<file path="config.mk">
export PLATFORM = sky130hd
export DESIGN_NAME = phase_sequencer
export DESIGN_NICKNAME = d
export VERILOG_FILES = /design/src/rtl/phase_sequencer.sv
export SDC_FILE = /design/constraint.sdc
export NUM_CORES = 1
export LEC_CHECK = 0
export ABC_CLOCK_PERIOD_IN_PS = 21800
export CORE_MARGIN = 4
export CORE_UTILIZATION = 35
export DETAILED_ROUTE_END_ITERATION = 10
export SYNTH_ARGS = -nofsm -noshare
export SYNTH_HDL_FRONTEND = slang
export SYNTH_SLANG_ARGS = --single-unit
</file>
<file path="constraint.sdc">
create_clock -name clk -period 21.8 [get_ports clk]
set_clock_uncertainty 0.15 [all_clocks]
set_input_delay 2.18 -clock clk [delete_from_list [all_inputs] [get_ports clk]]
set_output_delay 2.18 -clock clk [all_outputs]
set_load 0.02 [all_outputs]
</file>
<file path="src/rtl/phase_sequencer.sv">
// Intersection phase sequencer: GREEN -> YELLOW -> ALL_RED -> next GREEN, with
// demand-weighted direction choice, min/max green timing and emergency preemption.
module phase_sequencer #(
    parameter int CNT_W     = 8,
    parameter int TMR_W     = 8,
    parameter int MIN_GREEN = 4,
    parameter int MAX_GREEN = 16,
    parameter int YELLOW    = 2,
    parameter int ALL_RED   = 1
) (
    input  logic               clk,
    input  logic               rst_n,
    input  logic [8*CNT_W-1:0] lane,
    input  logic               emerg_req,
    input  logic [1:0]         emerg_dir,
    output logic [7:0]         green,
    output logic [7:0]         yellow,
    output logic [1:0]         cur_dir,
    output logic               phase_start
);

    typedef enum logic [1:0] {
        ST_GREEN  = 2'd0,
        ST_YELLOW = 2'd1,
        ST_ALLRED = 2'd2
    } stateT;

    localparam logic [TMR_W-1:0] MinGreenT  = TMR_W'(MIN_GREEN);
    localparam logic [TMR_W-1:0] MaxGreenT  = TMR_W'(MAX_GREEN);
    localparam logic [TMR_W-1:0] YellowLoad = TMR_W'(YELLOW - 1);
    localparam logic [TMR_W-1:0] AllRedLoad = TMR_W'(ALL_RED - 1);
    localparam logic [TMR_W-1:0] TmrOne     = TMR_W'(1);

    stateT            stateReg, stateNext;
    logic [TMR_W-1:0] timerReg, timerNext;
    logic [TMR_W-1:0] greenCntReg, greenCntNext;
    logic [1:0]       curDirReg, curDirNext;
    logic [7:0]       greenNext, yellowNext;
    logic             phaseStartNext;

    logic [CNT_W:0]   dirSum [4];
    logic [3:0]       dirBusy;
    logic [1:0]       cand1, cand2, cand3, pickDir;
    logic             otherDemand, curBusy, emergOther, emergHold;

    function automatic logic [7:0] dirMask(input logic [1:0] d);
        return 8'h03 << {d, 1'b0};
    endfunction

    // Each direction owns two adjacent lanes; the extra bit keeps the sum from wrapping.
    genvar gi;
    generate
        for (gi = 0; gi < 4; gi++) begin : g_dir
            assign dirSum[gi]  = {1'b0, lane[(2*gi)*CNT_W +: CNT_W]}
                               + {1'b0, lane[(2*gi+1)*CNT_W +: CNT_W]};
            assign dirBusy[gi] = |dirSum[gi];
        end
    endgenerate

    assign otherDemand = |(dirBusy & ~(4'b0001 << curDirReg));
    assign curBusy     = dirBusy[curDirReg];
    assign emergOther  = emerg_req && (emerg_dir != curDirReg);
    assign emergHold   = emerg_req && (emerg_dir == curDirReg);

    assign cand1 = curDirReg + 2'd1;
    assign cand2 = curDirReg + 2'd2;
    assign cand3 = curDirReg + 2'd3;

    // Strict compare keeps ties with the candidate nearest in rotation.
    always_comb begin
        pickDir = cand1;
        if (dirSum[cand2] > dirSum[pickDir]) pickDir = cand2;
        if (dirSum[cand3] > dirSum[pickDir]) pickDir = cand3;
    end

    always_comb begin
        stateNext      = stateReg;
        timerNext      = timerReg;
        greenCntNext   = greenCntReg;
        curDirNext     = curDirReg;
        phaseStartNext = 1'b0;
        case (stateReg)
            ST_GREEN: begin
                if (emergOther
                    || (greenCntReg >= MinGreenT && !curBusy && otherDemand)
                    || (greenCntReg >= MaxGreenT && otherDemand && !emergHold)) begin
                    stateNext = ST_YELLOW;
                    timerNext = YellowLoad;
                end else if (greenCntReg < MaxGreenT) begin
                    greenCntNext = greenCntReg + TmrOne;
                end
            end
            ST_YELLOW: begin
                if (timerReg == '0) begin
                    stateNext = ST_ALLRED;
                    timerNext = AllRedLoad;
                end else begin
                    timerNext = timerReg - TmrOne;
                end
            end
            ST_ALLRED: begin
                if (timerReg == '0) begin
                    stateNext      = ST_GREEN;
                    timerNext      = '0;
                    curDirNext     = emerg_req ? emerg_dir : pickDir;
                    greenCntNext   = TmrOne;
                    phaseStartNext = 1'b1;
                end else begin
                    timerNext = timerReg - TmrOne;
                end
            end
            default: begin
                stateNext = ST_ALLRED;
                timerNext = AllRedLoad;
            end
        endcase
    end

    // Lamp outputs are decoded from the upcoming state so they can be registered.
    always_comb begin
        greenNext  = (stateNext == ST_GREEN)  ? dirMask(curDirNext) : 8'h00;
        yellowNext = (stateNext == ST_YELLOW) ? dirMask(curDirNext) : 8'h00;
    end

    always_ff @(posedge clk) begin
        if (!rst_n) begin
            stateReg    <= ST_ALLRED;
            timerReg    <= AllRedLoad;
            greenCntReg <= '0;
            curDirReg   <= 2'd3;
            green       <= 8'h00;
            yellow      <= 8'h00;
            phase_start <= 1'b0;
        end else begin
            stateReg    <= stateNext;
            timerReg    <= timerNext;
            greenCntReg <= greenCntNext;
            curDirReg   <= curDirNext;
            green       <= greenNext;
            yellow      <= yellowNext;
            phase_start <= phaseStartNext;
        end
    end

    assign cur_dir = curDirReg;

endmodule

</file>
# Word level (Yosys, flattened, before mapping)
# Cells that the tools add are included.
op_classes:
  reduce_logical: 24
  muxes: 31
  shifts: 2
  multipliers: 0
  n_eq_ne: 9
  magnitude_cmp: 10
  bitwise: 6
  n_div: 0
  n_addsub: 9
ops:
  columns: ["cell", "n"]
  rows:
  - ["9-bit binary-select mux with 2-bit select", 4]
  - ["9-bit 2-to-1 mux", 8]
  - ["8-bit 2-to-1 mux", 5]
  - ["8-bit by 8-bit adder with 9-bit output", 4]
  - ["9-bit OR reduction", 4]
  - ["8-bit case mux with 2 select lines", 2]
  - ["9-bit greater-than comparator", 2]
  - ["2-bit 2-to-1 mux", 8]
  - ["3-bit greater-or-equal comparator (second input constant)", 4]
  - ["2-bit inverter with 3-bit output", 4]
  - ["8-bit by 1-bit adder with 8-bit output (second input constant)", 1]
  - ["8-bit by 3-bit greater-or-equal comparator with 1-bit output (second input constant)", 1]
  - ["8-bit by 5-bit greater-or-equal comparator with 1-bit output (second input constant)", 1]
  - ["8-bit zero test", 1]
  - ["8-bit by 5-bit < comparator with 1-bit output (second input constant)", 1]
  - ["2-bit inequality test (second input constant)", 4]
  - ["2-bit by 3-bit << shifter with 8-bit output (first input constant)", 1]
  - ["8-bit by 1-bit subtractor with 8-bit output (second input constant)", 1]
  - ["1-bit logical AND", 6]
  - ["2-bit case mux with 3 select lines", 1]
  - ["2-bit AND reduction", 3]
  - ["2-bit adder (second input constant)", 2]
  - ["4-bit bitwise AND", 1]
  - ["2-bit by 1-bit equality test with 1-bit output (second input constant)", 2]
  - ["other kinds (16)", 20]
word_totals:
  mem_count: 0
  mem_bits_ro: 0
  ramBits: 0
  out_inout_bits: 19
  latch_bits: 0
  elab_cells: 98
  regBits: 37

# Longest topological paths before layout
# Gate-level depths: netlist of the first run.
logic_depth:
  word_depth: 17
  depth_mapped: 30
  ltp_nobuf: 30

# Worst setup path after synthesis of the first run
# No wires, ideal clock.
synth_timing:
  kind: "input -> register"
  startpoint: "input lane[32]"
  endpoint: "register yellow[5]"
  stages: 26
  slack_ps: 13337
  setup_ps: 78
  arrival_ps: 8236
  path_cell_list: "ha_1 fa_1 a211o_1 a2111o_1 o311ai_0 mux4_2 inv_1 ha_1 nand3_1 o21ai_0 o21ai_0 a21oi_1 mux2i_1 mux4_2 inv_1 ha_1 nor2b_1 o21a_1 o21a_1 o21ai_0 a21oi_1 or4b_2 o221ai_1 a21oi_1 or2_2 nor3_1"
synth_between:
  elab_chain_cells: 16
  elab_cells_between_ends: 38
synth_lines:
  columns: ["element", "line_no", "rtl"]
  rows:
  - ["start: declaration", "13", "input logic [8*CNT_W-1:0] lane,"]
  - ["8-bit by 8-bit adder with 9-bit output *", "55", "+ {1'b0, lane[(2*gi+1)*CNT_W +: CNT_W]};"]
  - ["9-bit binary-select mux with 2-bit select", "72", "if (dirSum[cand2] > dirSum[pickDir]) pickDir = cand2;"]
  - ["9-bit 2-to-1 mux (not written as such) (2 in series)", "72", null]
  - ["9-bit greater-than comparator", "72", null]
  - ["2-bit 2-to-1 mux", "72", null]
  - ["2-bit inverter with 3-bit output (not written as such)", "73", "if (dirSum[cand3] > dirSum[pickDir]) pickDir = cand3;"]
  - ["9-bit binary-select mux with 2-bit select", "73", null]
  - ["9-bit 2-to-1 mux (not written as such) (2 in series)", "73", null]
  - ["9-bit greater-than comparator", "73", null]
  - ["2-bit 2-to-1 mux", "73", null]
  - ["2-bit 2-to-1 mux", "105", "curDirNext = emerg_req ? emerg_dir : pickDir;"]
  - ["2-bit 2-to-1 mux", "102", "if (timerReg == '0) begin"]
  - ["2-bit 2-to-1 mux", "82", "case (stateReg)"]
  - ["2-bit by 3-bit << shifter with 8-bit output", "47", "return 8'h03 << {d, 1'b0};"]
  - ["end signal: assignment", "140", "yellow <= yellowNext;"]
  - ["end: declaration", "17", "output logic [7:0] yellow,"]
# Mark *: on every way between the ends. The rest lies on a longest branch, timed or not. The select of a mux whose other input is x is not followed.
# A chain may end at the register's enable or synchronous reset.

# Worst setup path after layout of the first run
layout_timing:
  startpoint: "input lane[48]"
  endpoint: "register yellow[5]"
# The elaborated chain is that of the path after synthesis.

==> results.md, run 1 <==
- Outcome: finished clean
- Drt initial violations: 207
- RSZ-0062 raised after global routing: false
- Register area share after synthesis: 0.128
- DRT antenna net count: 0
- Final setup vio count: 0
- Netlist Area Pre-Place: 4540 um2
- Largest family of logic cells by synthesized area: compound AO/OA/AOI/OAI gates
- Synth-to-Final Area Change: 24.5%
- Worst Max-Slew Pin Slew: 1020 ps
- CTS Hold Bufs: 0
- Mapped Nets: 669
- Non-filler instance count after layout: 782
- Mux cell area share after synthesis: 0.158
- Final WL: 12,600 um
- Die X-Extent: 122 um
- Clk buf depth: 2
- Share of post-route cells with drive strength above 1: 0.100
- Power per cell area: 141 nW/um2
- EDFF count, synth: 0
- Fraction of registers with async set/reset: 0
- Clk sinks: 29
- Critical path arrival: 9590 ps
- Hold WS: 310 ps
- Die ar.: 14,900 um2
- Synth Area per Inst: 8.51 um2
- Hold_sp: greenCntReg[5]$_SDFFE_PN0P_
- Synth Area in Compound Gates: 0.218
- Highest-count cells in the layout ignoring fill and taps: clkdlybuf4s50_1 (87), ha_1 (62), nor2_1 (46)
- # rows: 41
- Max_cap viols: 0
- Final Cell Area: 5660 um2
- Clock transition at path regs: 50 ps
- GRT Total Usage: 0.173
- Synth cell types: 83
- XOR/XNOR Fraction of Synth Area: 0.0386
- RR Startpoint: cur_dir[1]$_SDFF_PN1_
- Initial Util: 0.358
- First-pass GRT wire length: 21,200 um
- Post-Synth Simple-Gate Area: 0.210
- Crit path launch: lane[48]
- Insertion delay to the later sink of the worst-skew pair: 270 ps
- Area of the core: 12,700 um2
- Syn Inst Count: 534
- CTS tree: yes
- Most common cell after layout, fill and taps aside: clkdlybuf4s50_1
- CP peak stage delay: 900 ps
- Fin Setup TNS: 0 ps
- # diodes: 0
- Gr ovfl total: 0
- I/O Pins: 88
- Root buf cell: clkbuf_16
- Total Nets Final: 744
- Placed cell count: 774
- Post-DP HPWL: 10,400 um
- CP Data Required Time: 21,840 ps
- Area share of fa/ha/maj cells after synthesis: 0.188
- Synth Register Bits: 29
- Slew margin rel.: 0.302
- CP max stage cell: mux2i_1
- Hold Path Class: reg2reg
- Crit path capture type: flop
- Part of the cycle the worst path needs: 0.438
- Routed vias/inst: 5.56
- Pre-Repair DR Iteration Count: 4
- Via Count: 4,347
- Total CTS buffers: 5
- Global placer's final weighted congestion: 0.864
- Post-synth top flop: dfxtp_1
- Average wire per standard cell: 16.2 um
- Number of global-route vias before repair: 4,436
- Residual DRC: 0
- Fin crit period: 9550 ps
- Initial antenna violation count: 0
- Total setup buffers inserted after CTS: 0
- Design Power: 0.799 mW
- Hold Vio Cnt, Final: 0
- Max frequency: 105 MHz
- Startpoint types: input port
- Buffers on Ports: 87
- # H-tree levels: 2
- Placed inst area: 5520 um2
- Pleak: 2.35 nW
- Synth warn: 0
- Critical path class: in2reg
- Largest net degree at the start of global routing: 35
- PostCTS Resize Cnt: 0
- Worst-path maximum fanout: 9
- Count of final max-slew check failures: 0
- Die height: 122 um
- Max VDD drop: 0.0000620 V
## registers in the layout (all words and copies together), names as in the netlist
register / flops
green: 4
greenCntReg: 8
timerReg: 8
phase_start: 1
stateReg: 2
yellow: 4
cur_dir: 2
## where the power goes
part / leakage, nW / switching (mW) / internal (mW) / total, mW
clock network: 0.0706 / 0.0218 / 0.0417 / 0.0635
registers: 0.236 / 0.0142 / 0.0678 / 0.0820
logic: 2.04 / 0.353 / 0.300 / 0.654
total: 2.35 / 0.389 / 0.410 / 0.799
## routing by layer
metal	share of wire	wire length [um]	up-vias	global-route usage
met1	0.44	5590	2060	0.228
met4	0.012	148	0	0.0378
met5	0	0	-	0
li1	-	-	2171	-
met3	0.060	755	11	0.0316
met2	0.49	6140	105	0.296
## kinds of logic (layout without fill, tap and decap cells)
| group | Yosys count | count (layout) |
|---|---|---|
| AOI/OAI and AO/OA | 145 | 145 |
| xor gates and xnor gates | 20 | 20 |
| adders and majority gates | 66 | 66 |
| buffers and inverters | 60 | 136 |
| DFF | 29 | 29 |
| muxes | 39 | 39 |
| and+or+nand+nor | 175 | 175 |
## worst max-delay path: cells and delay by family
| kind | cells | cell delay (ps) |
|---|---|---|
| adder cells (fa/ha/maj) | 4 | 1220 |
| multiplexers | 3 | 2010 |
| AO/OA/AOI/OAI | 11 | 2120 |
| AND/OR/NAND/NOR | 5 | 1320 |
| buffers and inverters | 2 | 490 |
| XOR/XNOR | 1 | 240 |
## cell usage after synthesis, types with 5 or more instances
cell type | number | share of area
a21o_1 | 13 | 0.021
nor3_1 | 13 | 0.014
nand2_1 | 30 | 0.025
ha_1 | 62 | 0.17
nor2_1 | 46 | 0.038
mux2_2 | 5 | 0.012
xor2_1 | 11 | 0.021
mux4_2 | 23 | 0.11
or3_1 | 8 | 0.011
nor2b_1 | 6 | 0.0083
and3_1 | 8 | 0.011
nand3_1 | 9 | 0.0099
o21a_1 | 6 | 0.0099
buf_4 | 8 | 0.013
clkbuf_1 | 9 | 0.0074
dfxtp_1 | 29 | 0.13
a31oi_1 | 5 | 0.0069
mux2i_1 | 9 | 0.020
a21oi_1 | 45 | 0.050
nand4_1 | 7 | 0.0096
xnor2_1 | 9 | 0.017
nand2b_1 | 10 | 0.014
o21ai_0 | 25 | 0.028
inv_1 | 38 | 0.031
## final timing paths
path / endpoint / slack [ps] / cells past startpoint
worst max-delay path: yellow[5]$_SDFF_PN0_ / 12250 / 26
worst min-delay path: greenCntReg[5]$_SDFFE_PN0P_ / 310 / 2
worst max register to register: yellow[5]$_SDFF_PN0_ / 13620 / 24
worst min register to register: greenCntReg[5]$_SDFFE_PN0P_ / 310 / 2
## stage by stage
stage	util	setup WS (ps)
finish	0.446	12250
global route	0.446	11780
CTS	0.446	12370
detailed placement	0.435	12110
global placement	0.435	12310
floorplan	-	13340
## area by class of cell
type	count	area, um2
multi-input cells	445	3690
fillers	1238	7020
inverters	39	146
repair buffers	89	886
flip-flops and latches	29	581
clock inverters	2	10.0
clock buffers	6	129
well taps	172	215
No activity file was read; power rests on OpenSTA's default activity.
==> inputs of run 2 (changes only) <==
--- a/config.mk
+++ b/config.mk
@@ -5,7 +5,7 @@
 export SDC_FILE = /design/constraint.sdc
 export NUM_CORES = 1
 export LEC_CHECK = 0
-export ABC_CLOCK_PERIOD_IN_PS = 21800
+export ABC_CLOCK_PERIOD_IN_PS = 8010
 export CORE_MARGIN = 4
 export CORE_UTILIZATION = 35
 export DETAILED_ROUTE_END_ITERATION = 10
==> constraint.sdc (replaced) <==
create_clock -name clk -period 8.01 [get_ports clk]
set_clock_uncertainty 0.15 [all_clocks]
set_input_delay 0.801 -clock clk [delete_from_list [all_inputs] [get_ports clk]]
set_output_delay 0.801 -clock clk [all_outputs]
set_load 0.02 [all_outputs]
==> run 2 against run 1 <==
Compared with the run above: sequential cell count is the same; highest routed layer unchanged; critical endpoint unchanged; non-clock buffer count up 6; global-route usage is 0.18 points higher.
==> results.md, run 2 (synthesis gave the netlist of run 1 again) <==
- Outcome: finished clean
- Count of final max-slew check failures: 0
- M1 WL: 5900 um
- Final Cell Area: 5700 um2
- # H-tree levels: 2
- Fin crit period: 7430 ps
- Number of global-route vias before repair: 4,354
- Initial antenna violation count: 0
- Fillcell total: 1,289
- Total CTS buffers: 5
- Clock transition at path regs: 50 ps
- Gr ovfl total: 0
- Max VDD drop: 0.000163 V
- Critical path arrival: 7470 ps
- Residual DRC: 0
- Synth-to-Final Area Change: 25.5%
- Slew margin rel.: 0.496
- Worst R2R Setup Slack: 1540 ps
- CTS tree: yes
- CP Data Required Time: 8050 ps
- Insertion delay to the later sink of the worst-skew pair: 270 ps
- Final setup vio count: 0
- # diodes: 0
- Max frequency: 135 MHz
- Die ar.: 14,900 um2
- Die X-Extent: 122 um
- Share of post-route cells with drive strength above 1: 0.106
- Most common cell after layout, fill and taps aside: clkdlybuf4s50_1
- Fin Setup TNS: 0 ps
- Part of the cycle the worst path needs: 0.928
- Total setup buffers inserted after CTS: 0
- Routed vias/inst: 5.50
- Post-DP HPWL: 10,700 um
- Drt initial violations: 203
- Worst Max-Slew Pin Slew: 746 ps
- First-pass GRT wire length: 21,200 um
- Pleak: 2.37 nW
- Area of the core: 12,700 um2
- Total Nets Final: 750
- Via Count: 4,334
- Buffers on Ports: 87
- Root buf cell: clkbuf_16
- Placement Setup Slack: 311 ps
- Initial Util: 0.358
- Die height: 122 um
- Global placer's final weighted congestion: 0.958
- Average wire per standard cell: 16.4 um
- Max_cap viols: 0
- RSZ-0062 raised after global routing: false
- Clk buf depth: 2
- Final WL: 12,900 um
- Crit path capture type: flop
- DRT antenna net count: 0
- Worst-path maximum fanout: 5
- Clk sinks: 29
- Hold Vio Cnt, Final: 0
- PostCTS Resize Cnt: 0
- Pre-Repair DR Iteration Count: 4
- Power per cell area: 387 nW/um2
- Met3 routed WL: 663 um
- Critical path class: in2reg
- CTS Hold Bufs: 0
- Highest-count cells in the layout ignoring fill and taps: clkdlybuf4s50_1 (87), ha_1 (62), nor2_1 (46)
- GRT Total Usage: 0.175
- Placed inst area: 5560 um2
- I/O Pins: 88
- Largest net degree at the start of global routing: 34
- Setup ws final: 576 ps
- Max Used Layer: met4
- Routed wl met2: 6130 um
- Largest regs: greenCntReg: 8 flops, timerReg: 8 flops
- Startpoint types: input port
- Hold Path Class: reg2reg
- # rows: 41
run 2: layout make-up:
| cell class | count | area (um2) | area share |
|---|---|---|---|
| inverters | 39 | 146 | 0.0257 |
| repair buffers | 95 | 931 | 0.163 |
| clock buffers | 8 | 136 | 0.0239 |
| multi-input cells | 445 | 3690 | 0.647 |
| flip-flops and latches | 29 | 581 | 0.102 |
| well taps | 172 | 215 | 0.0378 |
run 2: path summary, 6_finish.rpt:
check,cells after the start,startpoint,end
setup / recovery,26,lane[48],yellow[5]$_SDFF_PN0_
hold / removal,2,greenCntReg[5]$_SDFFE_PN0P_,greenCntReg[5]$_SDFFE_PN0P_
setup reg to reg,26,cur_dir[1]$_SDFF_PN1_,yellow[5]$_SDFF_PN0_
hold reg to reg,2,greenCntReg[5]$_SDFFE_PN0P_,greenCntReg[5]$_SDFFE_PN0P_
run 2: stage by stage:
stage                      util  hold slack, ps  total power, mW  instances
after floorplan               -             287             1.57        534
after global placement    0.439             297             1.99        780
after detailed placement  0.439             309             2.00        780
after CTS                 0.450             316             2.20        788
after global routing      0.450             346             2.43        788
final                     0.450             312             2.20        788
run 2: layer usage:
layer | GRT usage | up-vias
li1 | - | 2178
met2 | 0.296 | 88
met4 | 0.0364 | 0
met1 | 0.236 | 2050
met3 | 0.0288 | 18
met5 | 0 | -
run 2: critical path, cell delays in order:
cell             delay (ps)
clkdlybuf4s50_1         410
ha_1                    230
fa_1                    440
a21o_1                  180
a221oi_1                360
xnor2_1                 240
mux4_2                  510
ha_1                    330
nand4_1                 100
a21oi_1                 130
o21ai_0                 100
a21oi_1                 370
mux2i_1                 390
mux4_2                  540
inv_1                    70
ha_1                    220
nor2b_1                 130
o21a_1                  160
o21a_1                  160
o21ai_0                 140
a21oi_1                 110
or4b_2                  610
o221ai_1                100
a21oi_1                 150
or2_2                   330
nor3_1                  150
run 2: power breakdown:
| group | leakage (nW) | switching, mW | internal [mW] |
|---|---|---|---|
| sequential | 0.236 | 0.0249 | 0.184 |
| combinational | 2.07 | 0.978 | 0.839 |
| clock | 0.0652 | 0.0609 | 0.115 |
